File: src/rtl/irq_ctrl_pkg.sv
// ============================================================================
// Module      : irq_ctrl_pkg
// Description : Shared definitions for the interrupt controller: register
//               offsets, FSM state encodings and CAUSE bit positions.
// Revision    : 1.0 - initial release
// ============================================================================
`default_nettype none

package irq_ctrl_pkg;

    // Register window offsets (bus address bits [3:2])
    localparam logic [1:0] REG_PENDING = 2'd0;
    localparam logic [1:0] REG_MASK    = 2'd1;
    localparam logic [1:0] REG_EDGE    = 2'd2;
    localparam logic [1:0] REG_CAUSE   = 2'd3;

    // Source id width (supports up to 8 sources)
    localparam int ID_W = 3;

    // CAUSE register bit positions
    localparam int CAUSE_ACTIVE_BIT = 31;
    localparam int CAUSE_INSRV_BIT  = 30;

    // Request/acknowledge state machine encoding
    typedef enum logic [1:0] {
        ST_IDLE      = 2'd0,
        ST_ACTIVE    = 2'd1,
        ST_INSERVICE = 2'd2
    } irq_state_e;

    // Assemble the CAUSE read word from status flags and the current id
    function automatic logic [31:0] cause_word(
        input logic            active,
        input logic            insrv,
        input logic [ID_W-1:0] id
    );
        logic [31:0] w;
        w                   = '0;
        w[CAUSE_ACTIVE_BIT] = active;
        w[CAUSE_INSRV_BIT]  = insrv;
        w[ID_W-1:0]         = id;
        return w;
    endfunction

endpackage

`default_nettype wire

File: src/rtl/irq_ctrl_prio_enc.sv
// ============================================================================
// Module      : irq_prio_enc
// Description : Combinational fixed-priority encoder. Reports whether any
//               request is set and the lowest set index (index 0 wins).
// Revision    : 1.0 - initial release
// ============================================================================
`default_nettype none

module irq_prio_enc
    import irq_ctrl_pkg::*;
#(
    parameter int N_SRC = 6
) (
    input  logic [N_SRC-1:0] i_req,
    output logic             o_any,
    output logic [ID_W-1:0]  o_id
);

    // Scan from the top down so the lowest set index is the last to write
    always_comb begin
        o_any = |i_req;
        o_id  = '0;
        for (int i = N_SRC - 1; i >= 0; i--) begin
            if (i_req[i]) begin
                o_id = ID_W'(i);
            end
        end
    end

endmodule

`default_nettype wire

File: src/rtl/irq_ctrl.sv
// ============================================================================
// Module      : irq_ctrl
// Description : Interrupt controller for the system bus. Latches device
//               requests as pending (edge or level per source), masks them,
//               picks the lowest-index request and runs an acknowledge /
//               end-of-interrupt handshake with CP0 through a four-word
//               register window (PENDING, MASK, EDGE, CAUSE).
//               Build option: define IRQ_SYNC_EN to pass every irq_in bit
//               through a 2-flop synchroniser (adds 2 cycles of latency).
// Revision    : 1.0 - initial release
// ============================================================================
`default_nettype none

module irq_ctrl
    import irq_ctrl_pkg::*;
#(
    parameter int N_SRC = 6
) (
    input  logic             clk,
    input  logic             rst_n,
    input  logic [N_SRC-1:0] irq_in,
    input  logic [1:0]       addr,
    input  logic             Sel,
    input  logic             We,
    input  logic [31:0]      WD,
    output logic [31:0]      RD,
    output logic             irq_out,
    output logic [ID_W-1:0]  irq_id
);

    // ------------------------------------------------------------------
    // Declarations
    // ------------------------------------------------------------------
    irq_state_e        r_state;
    irq_state_e        w_state_nxt;
    logic              r_irq_out;
    logic              w_irq_out_nxt;
    logic [ID_W-1:0]   r_irq_id;
    logic [ID_W-1:0]   w_irq_id_nxt;

    logic [N_SRC-1:0]  r_pend;
    logic [N_SRC-1:0]  r_mask;
    logic [N_SRC-1:0]  r_edge;
    logic [N_SRC-1:0]  r_prev;

    logic [N_SRC-1:0]  w_s;
    logic [N_SRC-1:0]  w_rise;
    logic [N_SRC-1:0]  w_w1c;
    logic [N_SRC-1:0]  w_edge_on;
    logic [N_SRC-1:0]  w_id_onehot;
    logic [N_SRC-1:0]  w_ack_clr;
    logic [N_SRC-1:0]  w_pend_nxt;
    logic [N_SRC-1:0]  w_mask_nxt;
    logic [N_SRC-1:0]  w_req;
    logic [N_SRC-1:0]  w_req_nxt;
    logic              w_req_id_nxt;
    logic              w_any;
    logic [ID_W-1:0]   w_win;

    logic              w_wr;
    logic              w_wr_pend;
    logic              w_wr_mask;
    logic              w_wr_edge;
    logic              w_ack;
    logic              w_eoi;
    logic [31:0]       w_rd;
    logic              w_unused_wd;

    // ------------------------------------------------------------------
    // Input conditioning
    // ------------------------------------------------------------------
`ifdef IRQ_SYNC_EN
    logic [N_SRC-1:0] r_sync1;
    logic [N_SRC-1:0] r_sync2;

    // Two-flop synchroniser for asynchronous device lines
    always_ff @(posedge clk or negedge rst_n) begin
        if (!rst_n) begin
            r_sync1 <= '0;
            r_sync2 <= '0;
        end else begin
            r_sync1 <= irq_in;
            r_sync2 <= r_sync1;
        end
    end

    assign w_s = r_sync2;
`else
    assign w_s = irq_in;
`endif

    // ------------------------------------------------------------------
    // Bus decode
    // ------------------------------------------------------------------
    assign w_wr      = Sel & We;
    assign w_wr_pend = w_wr & (addr == REG_PENDING);
    assign w_wr_mask = w_wr & (addr == REG_MASK);
    assign w_wr_edge = w_wr & (addr == REG_EDGE);
    assign w_eoi     = w_wr & (addr == REG_CAUSE);
    // Only a CAUSE read while a request is presented counts as acknowledge
    assign w_ack     = Sel & ~We & (addr == REG_CAUSE) & (r_state == ST_ACTIVE);

    // Write data bits above the source count are deliberately discarded
    assign w_unused_wd = ^WD;

    // ------------------------------------------------------------------
    // Pending / mask next-state
    // ------------------------------------------------------------------
    assign w_rise     = w_s & ~r_prev;
    assign w_w1c      = w_wr_pend ? WD[N_SRC-1:0] : '0;
    assign w_edge_on  = w_wr_edge ? (WD[N_SRC-1:0] & ~r_edge) : '0;
    assign w_mask_nxt = w_wr_mask ? WD[N_SRC-1:0] : r_mask;

    // Decode the latched id into a per-source select for acknowledge clearing
    always_comb begin
        w_id_onehot = '0;
        w_ack_clr   = '0;
        for (int i = 0; i < N_SRC; i++) begin
            w_id_onehot[i] = (r_irq_id == ID_W'(i));
            w_ack_clr[i]   = w_ack & r_edge[i] & w_id_onehot[i];
        end
    end

    // Edge bits hold until cleared (a new edge beats any clear); level bits track the input
    always_comb begin
        w_pend_nxt = '0;
        for (int i = 0; i < N_SRC; i++) begin
            if (r_edge[i]) begin
                w_pend_nxt[i] = (r_pend[i] & ~w_w1c[i] & ~w_ack_clr[i]) | w_rise[i];
            end else begin
                w_pend_nxt[i] = w_s[i];
            end
            if (w_edge_on[i]) begin
                w_pend_nxt[i] = 1'b0;
            end
        end
    end

    // Source registers: pending, mask, mode and previous input sample
    always_ff @(posedge clk or negedge rst_n) begin
        if (!rst_n) begin
            r_pend <= '0;
            r_mask <= '0;
            r_edge <= '0;
            r_prev <= '0;
        end else begin
            r_pend <= w_pend_nxt;
            r_mask <= w_mask_nxt;
            r_prev <= w_s;
            if (w_wr_edge) begin
                r_edge <= WD[N_SRC-1:0];
            end
        end
    end

    // ------------------------------------------------------------------
    // Arbitration
    // ------------------------------------------------------------------
    assign w_req        = r_pend & r_mask;
    // Looking at next-cycle request lets a mask-off/W1C/release drop irq_out in one cycle
    assign w_req_nxt    = w_pend_nxt & w_mask_nxt;
    assign w_req_id_nxt = |(w_req_nxt & w_id_onehot);

    irq_prio_enc #(
        .N_SRC (N_SRC)
    ) u_prio_enc (
        .i_req (w_req),
        .o_any (w_any),
        .o_id  (w_win)
    );

    // ------------------------------------------------------------------
    // Request / acknowledge state machine
    // ------------------------------------------------------------------

    // State register together with the registered CP0 outputs
    always_ff @(posedge clk or negedge rst_n) begin
        if (!rst_n) begin
            r_state   <= ST_IDLE;
            r_irq_out <= 1'b0;
            r_irq_id  <= '0;
        end else begin
            r_state   <= w_state_nxt;
            r_irq_out <= w_irq_out_nxt;
            r_irq_id  <= w_irq_id_nxt;
        end
    end

    // Next-state: acknowledge beats a simultaneous request drop; no preemption
    always_comb begin
        w_state_nxt = r_state;
        case (r_state)
            ST_IDLE: begin
                if (w_any) begin
                    w_state_nxt = ST_ACTIVE;
                end
            end
            ST_ACTIVE: begin
                if (w_ack) begin
                    w_state_nxt = ST_INSERVICE;
                end else if (!w_req_id_nxt) begin
                    w_state_nxt = ST_IDLE;
                end
            end
            ST_INSERVICE: begin
                if (w_eoi) begin
                    w_state_nxt = ST_IDLE;
                end
            end
            default: begin
                w_state_nxt = ST_IDLE;
            end
        endcase
    end

    // Outputs: request only while ACTIVE; id latched on entry to ACTIVE and held otherwise
    always_comb begin
        w_irq_out_nxt = (w_state_nxt == ST_ACTIVE);
        w_irq_id_nxt  = r_irq_id;
        if ((r_state == ST_IDLE) && w_any) begin
            w_irq_id_nxt = w_win;
        end
    end

    // ------------------------------------------------------------------
    // Read mux (combinational from addr)
    // ------------------------------------------------------------------
    always_comb begin
        w_rd = '0;
        case (addr)
            REG_PENDING: w_rd = 32'(r_pend);
            REG_MASK:    w_rd = 32'(r_mask);
            REG_EDGE:    w_rd = 32'(r_edge);
            REG_CAUSE:   w_rd = cause_word(r_state == ST_ACTIVE,
                                           r_state == ST_INSERVICE,
                                           r_irq_id);
            default:     w_rd = '0;
        endcase
    end

    assign RD      = w_rd;
    assign irq_out = r_irq_out;
    assign irq_id  = r_irq_id;

endmodule

`default_nettype wire

File: config.mk
export PLATFORM = sky130hd
export DESIGN_NAME = irq_ctrl
export DESIGN_NICKNAME = d
export VERILOG_FILES = /design/src/rtl/irq_ctrl_pkg.sv /design/src/rtl/irq_ctrl_prio_enc.sv /design/src/rtl/irq_ctrl.sv
export SDC_FILE = /design/constraint.sdc
export NUM_CORES = 1
export LEC_CHECK = 0
export CORE_ASPECT_RATIO = 2
export CORE_MARGIN = 2
export CORE_UTILIZATION = 43
export CTS_BUF_LIST = sky130_fd_sc_hd__clkbuf_4 sky130_fd_sc_hd__clkbuf_8
export DETAILED_ROUTE_END_ITERATION = 16
export HOLD_SLACK_MARGIN = 0.03
export PLACE_DENSITY = 0.8
export SLEW_MARGIN = 10
export SYNTH_ARGS = -nofsm -noshare
export SYNTH_HDL_FRONTEND = slang
export SYNTH_SLANG_ARGS = --single-unit
File: constraint.sdc
create_clock -name clk -period 1.94 [get_ports clk]
set_clock_uncertainty 0.05 [all_clocks]
set_input_delay 0.194 -clock clk [delete_from_list [all_inputs] [get_ports clk]]
set_output_delay 0.194 -clock clk [all_outputs]
set_load 0.02 [all_outputs]
# Word level (Yosys, flattened, before mapping)
# Index checks and enable logic that the tools add are counted.
# totals
elab_cells	109
n_memories	0
latchBits	0
romBits	0
reg_bits	30
ramBits	0
# classes
mul	0
bitwise_logic	58
muxes	27
order_cmp	0
n_reduce_logical	6
shift	0
div	0
n_eq_ne	11
add_sub_neg	0
# ops
cell	count
32-bit case mux with 4 select lines	1
1-bit bitwise AND	32
6-bit bitwise AND	5
3-bit two-way mux	6
6-bit two-way mux	3
1-bit NOT	13
1-bit two-way mux	12
6-bit NOT	2
6-bit OR reduction	2
2-bit two-way mux	4
2-bit by 1-bit equality test with 1-bit output, second input constant	3
2-bit equality test, second input constant	3
3-bit by 2-bit equality test with 1-bit output, second input constant	2
3-bit equality test, second input constant	2
1-bit OR	6
2-bit case mux with 3 select lines	1
2-bit logical NOT	2
3-bit by 1-bit equality test with 1-bit output, second input constant	1
3-bit logical NOT	1
1-bit logical AND	1

# Logic depth before layout (Yosys ltp)
# logic_depth
ltp_word	18
mapped_depth	7
ltp_nobuf	6

# Hierarchy
# Synthesis repeated with hierarchy kept, for this count alone.
# unflattened
cells_unflattened	175
area_unflattened_um2	1815.5
# modules_own_cells
mod	instances	area_each_um2	cells_per_inst	seq_area_each_um2
irq_ctrl	1	1762.9	165	750.7
irq_prio_enc	1	52.6	10	0.0

# Least setup slack after synthesis
# OpenSTA, ideal clock, no wires.
# synth_timing
kind	flip-flop to flip-flop
startpoint	register r_irq_id[1], in the netlist irq_id[1]
endpoint	register r_irq_out, in the netlist irq_out
t_required_ns	1.743
n_path_buf	1
setup_slack_ns	0.082
arrival_ns	1.662
synth_period_minus_slack_ns	1.858
stages_incl_launch_ff	8
path_cell_list	dfrtp_1 > clkbuf_1 > nor3b_1 > nand3_1 > a22oi_1 > a31oi_1 > a311oi_2 > a41oi_1
# synth_between
elab_chain_len	14
elab_cells_between_ends	49
cone_classes	eq/ne: 6; mux: 15; bitwise: 26; reduce/logical: 2
# synth_rtl
item	line	source
start: declaration	irq_ctrl.sv:38	logic [ID_W-1:0] r_irq_id;
start signal: assignment	irq_ctrl.sv:185	r_irq_id <= w_irq_id_nxt;
3-bit by 1-bit equality test with 1-bit output	irq_ctrl.sv:119	w_id_onehot[i] = (r_irq_id == ID_W'(i));
1-bit bitwise AND	irq_ctrl.sv:120	w_ack_clr[i] = w_ack & r_edge[i] & w_id_onehot[i];
1-bit NOT	irq_ctrl.sv:129	w_pend_nxt[i] = (r_pend[i] & ~w_w1c[i] & ~w_ack_clr[i]) | w_rise[i];
1-bit bitwise AND	irq_ctrl.sv:129	
1-bit OR	irq_ctrl.sv:129	
1-bit two-way mux	irq_ctrl.sv:128	if (r_edge[i]) begin
1-bit two-way mux	irq_ctrl.sv:133	if (w_edge_on[i]) begin
via w_pend_nxt[1]	irq_ctrl.sv:52	logic [N_SRC-1:0] w_pend_nxt;
6-bit bitwise AND	irq_ctrl.sv:161	assign w_req_nxt = w_pend_nxt & w_mask_nxt;
6-bit bitwise AND	irq_ctrl.sv:162	assign w_req_id_nxt = |(w_req_nxt & w_id_onehot);
6-bit OR reduction	irq_ctrl.sv:162	
2-bit two-way mux	irq_ctrl.sv:201	end else if (!w_req_id_nxt) begin
2-bit two-way mux	irq_ctrl.sv:199	if (w_ack) begin
2-bit case mux with 3 select lines	irq_ctrl.sv:192	case (r_state)
2-bit by 1-bit equality test with 1-bit output	irq_ctrl.sv:218	w_irq_out_nxt = (w_state_nxt == ST_ACTIVE);
via w_irq_out_nxt	irq_ctrl.sv:37	logic w_irq_out_nxt;
end signal: assignment	irq_ctrl.sv:184	r_irq_out <= w_irq_out_nxt;
end: declaration	irq_ctrl.sv:36	logic r_irq_out;
# The timed path passes the listed nets, and every way through them passes these cells.
# A chain may end at the register's enable or synchronous reset.

# Worst setup path after layout
# layout_timing
startpoint	register r_state[0]
endpoint	output RD[30]
# layout_between
elab_chain_len	2
# layout_rtl
item	line	source
start: declaration	irq_ctrl.sv:34	irq_state_e r_state;
start signal: assignment	irq_ctrl.sv:183	r_state <= w_state_nxt;
2-bit equality test	irq_ctrl.sv:235	r_state == ST_INSERVICE,
32-bit case mux with 4 select lines	irq_ctrl.sv:230	case (addr)
end: declaration	irq_ctrl.sv:26	output logic [31:0] RD,
# Every way passes these cells. The select of a mux whose other input is x is not followed.

==> report_table.html <==
<table>
<tr><th>Metric</th><th>Value</th></tr>
<tr><th colspan="2">Status</th></tr>
<tr><td>Result of the run</td><td>complete, no violations</td></tr>
<tr><th colspan="2">Critical path</th></tr>
<tr><td>Endpoint of the lowest-slack register-to-register path</td><td>irq_out</td></tr>
<tr><td>Longest individual stage delay on the worst path</td><td>0.59 ns</td></tr>
<tr><td>Slowest-stage cell, CP</td><td>sky130_fd_sc_hd__clkdlybuf4s50_1</td></tr>
<tr><td>Launch point of the worst reg-to-reg path</td><td>r_state[1]</td></tr>
<tr><td>Setup CP Type</td><td>reg -&gt; out</td></tr>
<tr><td>Register-to-register path setup slack</td><td>0.13 ns</td></tr>
<tr><td>Critical Path Fanout Max</td><td>3</td></tr>
<tr><td>Critical path cell sequence</td><td>buf_4 -&gt; and4b_1 -&gt; clkdlybuf4s50_1</td></tr>
<tr><td>Logic depth of the worst setup path including buffers</td><td>3</td></tr>
<tr><td>Data required time at the worst endpoint</td><td>1.70 ns</td></tr>
<tr><td>Source of the critical timing path</td><td>r_state[0]</td></tr>
<tr><td>Critical path buffers and inverters</td><td>2</td></tr>
<tr><td>Worst endpoint data arrival time</td><td>roughly 1.6 ns</td></tr>
<tr><td>Register-to-Register Path Depth</td><td>7</td></tr>
<tr><td>Type of element launching the critical path</td><td>register</td></tr>
<tr><td>Kind of cell adding the most delay to the critical path</td><td>buffers and inverters</td></tr>
<tr><td>Critical path endpoint category</td><td>primary output</td></tr>
<tr><td>Worst Setup EP</td><td>RD[30]</td></tr>
<tr><th colspan="2">Floorplanning</th></tr>
<tr><td>Total Die Area</td><td>0.00480 sq mm</td></tr>
<tr><td>Floorplan core area</td><td>0.00409 sq mm</td></tr>
<tr><td>Ports placed on the boundary</td><td>80</td></tr>
<tr><td>Chip width</td><td>around 50 um</td></tr>
<tr><td>Cell row count</td><td>33</td></tr>
<tr><td>Height of the chip</td><td>96.0 um</td></tr>
<tr><td>Initial standard-cell utilization of the core</td><td>between 40% and 50%</td></tr>
<tr><th colspan="2">STA</th></tr>
<tr><td>Worst Hold Margin</td><td>between 0.2 and 0.3 ns</td></tr>
<tr><td>Upper clock frequency limit</td><td>between 0.5 and 0.6 GHz</td></tr>
<tr><td>Max-slew violations</td><td>0</td></tr>
<tr><td>Final period demand of the worst path</td><td>1.85 ns</td></tr>
<tr><td>Post-route clock period utilization</td><td>95.2%</td></tr>
<tr><td>Final setup vio count</td><td>0</td></tr>
<tr><td>Final Hold Viols</td><td>0</td></tr>
<tr><th colspan="2">Power</th></tr>
<tr><td>Power after layout</td><td>2.40 mW</td></tr>
<tr><td>Static leakage</td><td>~1.1 nW</td></tr>
<tr><td>Pwr/cell area</td><td>1010 mW/mm^2</td></tr>
<tr><td>Worst VDD drop</td><td>603 uV</td></tr>
<tr><th colspan="2">Yosys</th></tr>
<tr><td>Largest area contributor in the netlist</td><td>sky130_fd_sc_hd__dfrtp_1</td></tr>
<tr><td>Cells taking the most area after synthesis</td><td>sky130_fd_sc_hd__dfrtp_1 (41%), sky130_fd_sc_hd__buf_4 (11%), sky130_fd_sc_hd__nand2_1 (8.1%)</td></tr>
<tr><td>XOR/XNOR Fraction of Synth Area</td><td>0%</td></tr>
<tr><td>Compound-gate portion of the synthesized area</td><td>13.1%</td></tr>
<tr><td>Dominant register cell in the synthesized netlist</td><td>sky130_fd_sc_hd__dfrtp_1</td></tr>
<tr><td>Number of synthesis warnings</td><td>0</td></tr>
<tr><td>Sequential share of the synthesized area</td><td>41.3%</td></tr>
<tr><td>Ys async rst share</td><td>100%</td></tr>
<tr><td>Post-synthesis cell type count</td><td>46</td></tr>
<tr><td>Area of the mapped netlist</td><td>0.00182 sq mm</td></tr>
<tr><td>Yosys reg bits</td><td>30</td></tr>
<tr><td>Synthesized instance count</td><td>184</td></tr>
<tr><td>Synth cell count leaders</td><td>sky130_fd_sc_hd__nand2_1 (39), sky130_fd_sc_hd__dfrtp_1 (30), sky130_fd_sc_hd__buf_4 (26)</td></tr>
<tr><td>Post-synthesis simple-gate area fraction</td><td>23.0%</td></tr>
<tr><td>Avg Cell Area, Syn</td><td>between 9 and 10 sq um</td></tr>
<tr><td>Portion of synthesized cell area occupied by the leading cell type</td><td>41.3%</td></tr>
<tr><td>Mux cell area share after synthesis</td><td>9.91%</td></tr>
<tr><td>Dominant combinational cell family by area after synthesis</td><td>simple AND/OR/NAND/NOR gates</td></tr>
<tr><td>Count of flip-flops with a built-in enable after synthesis</td><td>0</td></tr>
<tr><td>Most frequently used cell type in the post-synthesis netlist</td><td>sky130_fd_sc_hd__nand2_1</td></tr>
<tr><td>Synth Area in Adders</td><td>0%</td></tr>
<tr><th colspan="2">Layout</th></tr>
<tr><td>Filler-free cell count of the finished design</td><td>293</td></tr>
<tr><td>Area taken by multi-input logic gates</td><td>955 sq um</td></tr>
<tr><td>Antenna diode instance count</td><td>0</td></tr>
<tr><td>Fraction of layout cells with a size suffix above 1</td><td>between 20% and 30%</td></tr>
<tr><td>Net count of the finished layout</td><td>284</td></tr>
<tr><td>Post-route design area</td><td>0.00237 sq mm</td></tr>
<tr><td>P&amp;R area growth vs syn</td><td>30.6%</td></tr>
<tr><td>Number of fill cells in the layout</td><td>between 300 and 400</td></tr>
<tr><td>Area taken by flip-flops and latches</td><td>752 sq um</td></tr>
<tr><th colspan="2">Global route</th></tr>
<tr><td>Initial antenna violation count</td><td>0</td></tr>
<tr><td>Total grt overflow</td><td>0</td></tr>
<tr><td>First-pass GRT wire length</td><td>7230 um</td></tr>
<tr><td>Global-route total usage across every layer</td><td>20.8%</td></tr>
<tr><td>Via count of the first global-routing pass</td><td>1,468</td></tr>
<tr><td>Pin count of the biggest net entering global routing</td><td>31</td></tr>
<tr><th colspan="2">Drt</th></tr>
<tr><td>1st-iter DRT viols</td><td>42</td></tr>
<tr><td>ANT nets after route</td><td>0</td></tr>
<tr><td>Uppermost signal routing layer after detailed routing</td><td>met4</td></tr>
<tr><td>Pre-Repair DR Iteration Count</td><td>4</td></tr>
<tr><td>Via count</td><td>1,531</td></tr>
<tr><td>Final routed wirelength across all metal layers</td><td>4620 um</td></tr>
<tr><td>Routed via count divided by cell count</td><td>5.23</td></tr>
<tr><td>Routed length per placed instance</td><td>15.8 um</td></tr>
<tr><td>Wl on met1</td><td>around 1600 um</td></tr>
<tr><td>Routed wire length on met2</td><td>~2500 um</td></tr>
<tr><td>DRC Markers</td><td>0</td></tr>
<tr><td>Total met3 wirelength after detailed routing</td><td>about 240 um</td></tr>
<tr><th colspan="2">Clock network</th></tr>
<tr><td>Buffers from clock root to sink, at most</td><td>2</td></tr>
<tr><td>Clk_lat worst skew</td><td>0.28 ns</td></tr>
<tr><td>Total CTS buffers</td><td>5</td></tr>
<tr><td>Clock net sink count</td><td>30</td></tr>
<tr><td>Root buffer selected by CTS</td><td>sky130_fd_sc_hd__clkbuf_8</td></tr>
<tr><td>H-tree lvl count</td><td>2</td></tr>
<tr><td>TritonCTS clock tree</td><td>yes</td></tr>
<tr><td>Reg clk slew, reported paths</td><td>0.07 ns</td></tr>
<tr><th colspan="2">Placement</th></tr>
<tr><td>Total cell area at the placement stage</td><td>0.00224 sq mm</td></tr>
<tr><td>Dpl hpwl</td><td>3510 um</td></tr>
<tr><td>Placed Instances</td><td>284</td></tr>
<tr><td>Final estimated routing congestion in global placement</td><td>~0.9</td></tr>
<tr><td>Count of buffers from port buffering</td><td>29</td></tr>
<tr><th colspan="2">Min path</th></tr>
<tr><td>Type of the most critical hold path</td><td>in -&gt; async</td></tr>
<tr><th colspan="2">Flow run</th></tr>
<tr><td>Number of maximum-capacitance constraint violations</td><td>0</td></tr>
</table>
-- cells by family (layout without fill, tap and decap cells) --
kind of cell / after synthesis / after routing
compound gates: 35 / 35
mux: 13 / 13
other cells: 1 / 24
buf+inv: 32 / 66
flops: 30 / 30
simple gates: 73 / 73
-- per-stage QoR --
| step | worst slack, ns | utilization [%] | setup TNS (ns) |
|---|---|---|---|
| after CTS | 0.0246 | 57.7 | 0 |
| after global routing | -0.00482 | 58.1 | -0.00482 |
| after detailed placement | -0.375 | 54.8 | -2.25 |
| after floorplan | 0.0816 | - | 0 |
| final | 0.0932 | 58.1 | 0 |
| after global placement | -0.318 | 54.8 | -2.16 |
-- layer usage --
metal	track usage, %	up-vias
met5	0	-
met4	14.6	0
met3	2.95	16
met2	37.2	66
met1	21.9	727
li1	-	722
-- cell usage in the layout (no fill, tap or decap), drive strengths merged, types with 2 or more instances in the layout --
| cell type | n |
|---|---|
| nor4b | 3 |
| dfrtp | 30 |
| a21boi | 3 |
| clkbuf | 7 |
| conb | 24 |
| nand2 | 39 |
| a41oi | 2 |
| mux2 | 7 |
| a22oi | 5 |
| nor2b | 5 |
| nand3 | 3 |
| a21oi | 11 |
| mux2i | 3 |
| dlygate4sd2 | 10 |
| buf | 28 |
| o21ai | 6 |
| nand4 | 5 |
| nor3b | 3 |
| clkdlybuf4s50 | 18 |
| a31oi | 2 |
| nor2 | 5 |
| and4b | 3 |
| a32oi | 2 |
| mux4 | 3 |
-- worst min path at each step --
stage                         start        end  slack (ns)  cells past startpoint
final                         rst_n  r_edge[3]        0.25                      2
after global placement    r_edge[4]  r_edge[4]        0.47                      2
after detailed placement  r_prev[4]  r_pend[4]        0.48                      3
after floorplan               rst_n  irq_id[0]       -0.15                      0
after CTS                     rst_n  r_pend[3]        0.27                      2
after global routing          rst_n  r_pend[3]        0.28                      2
-- cell type report --
| class | count | share of cell area [%] |
|---|---|---|
| timing repair buffer | 57 | 21.2 |
| clock inverter | 1 | 0.211 |
| inverter | 1 | 0.158 |
| sequential | 30 | 31.7 |
| clock buffer | 7 | 3.80 |
| tap | 52 | 2.74 |
| multi-input combinational | 145 | 40.2 |
-- timing repair --
| action | CTS | global route |
|---|---|---|
| setup buffers | 1 | 0 |
| hold buffers | 0 | 0 |
| pin swaps | 2 | 3 |
| setup endpoints to repair | 9 | 2 |
| gates resized for setup | 15 | 5 |
-- flip-flops by register name (all words and copies together), names as in the netlist --
register,flops
r_mask,6
r_state,2
r_pend,6
irq_out,1
r_prev,6
irq_id,3
r_edge,6
-- power by group --
group | internal [mW] | switching [mW]
clock | 0.300 | 0.226
combinational | 0.457 | 0.490
sequential | 0.758 | 0.167
total | 1.51 | 0.884
Power figures use the tool's default switching activity.
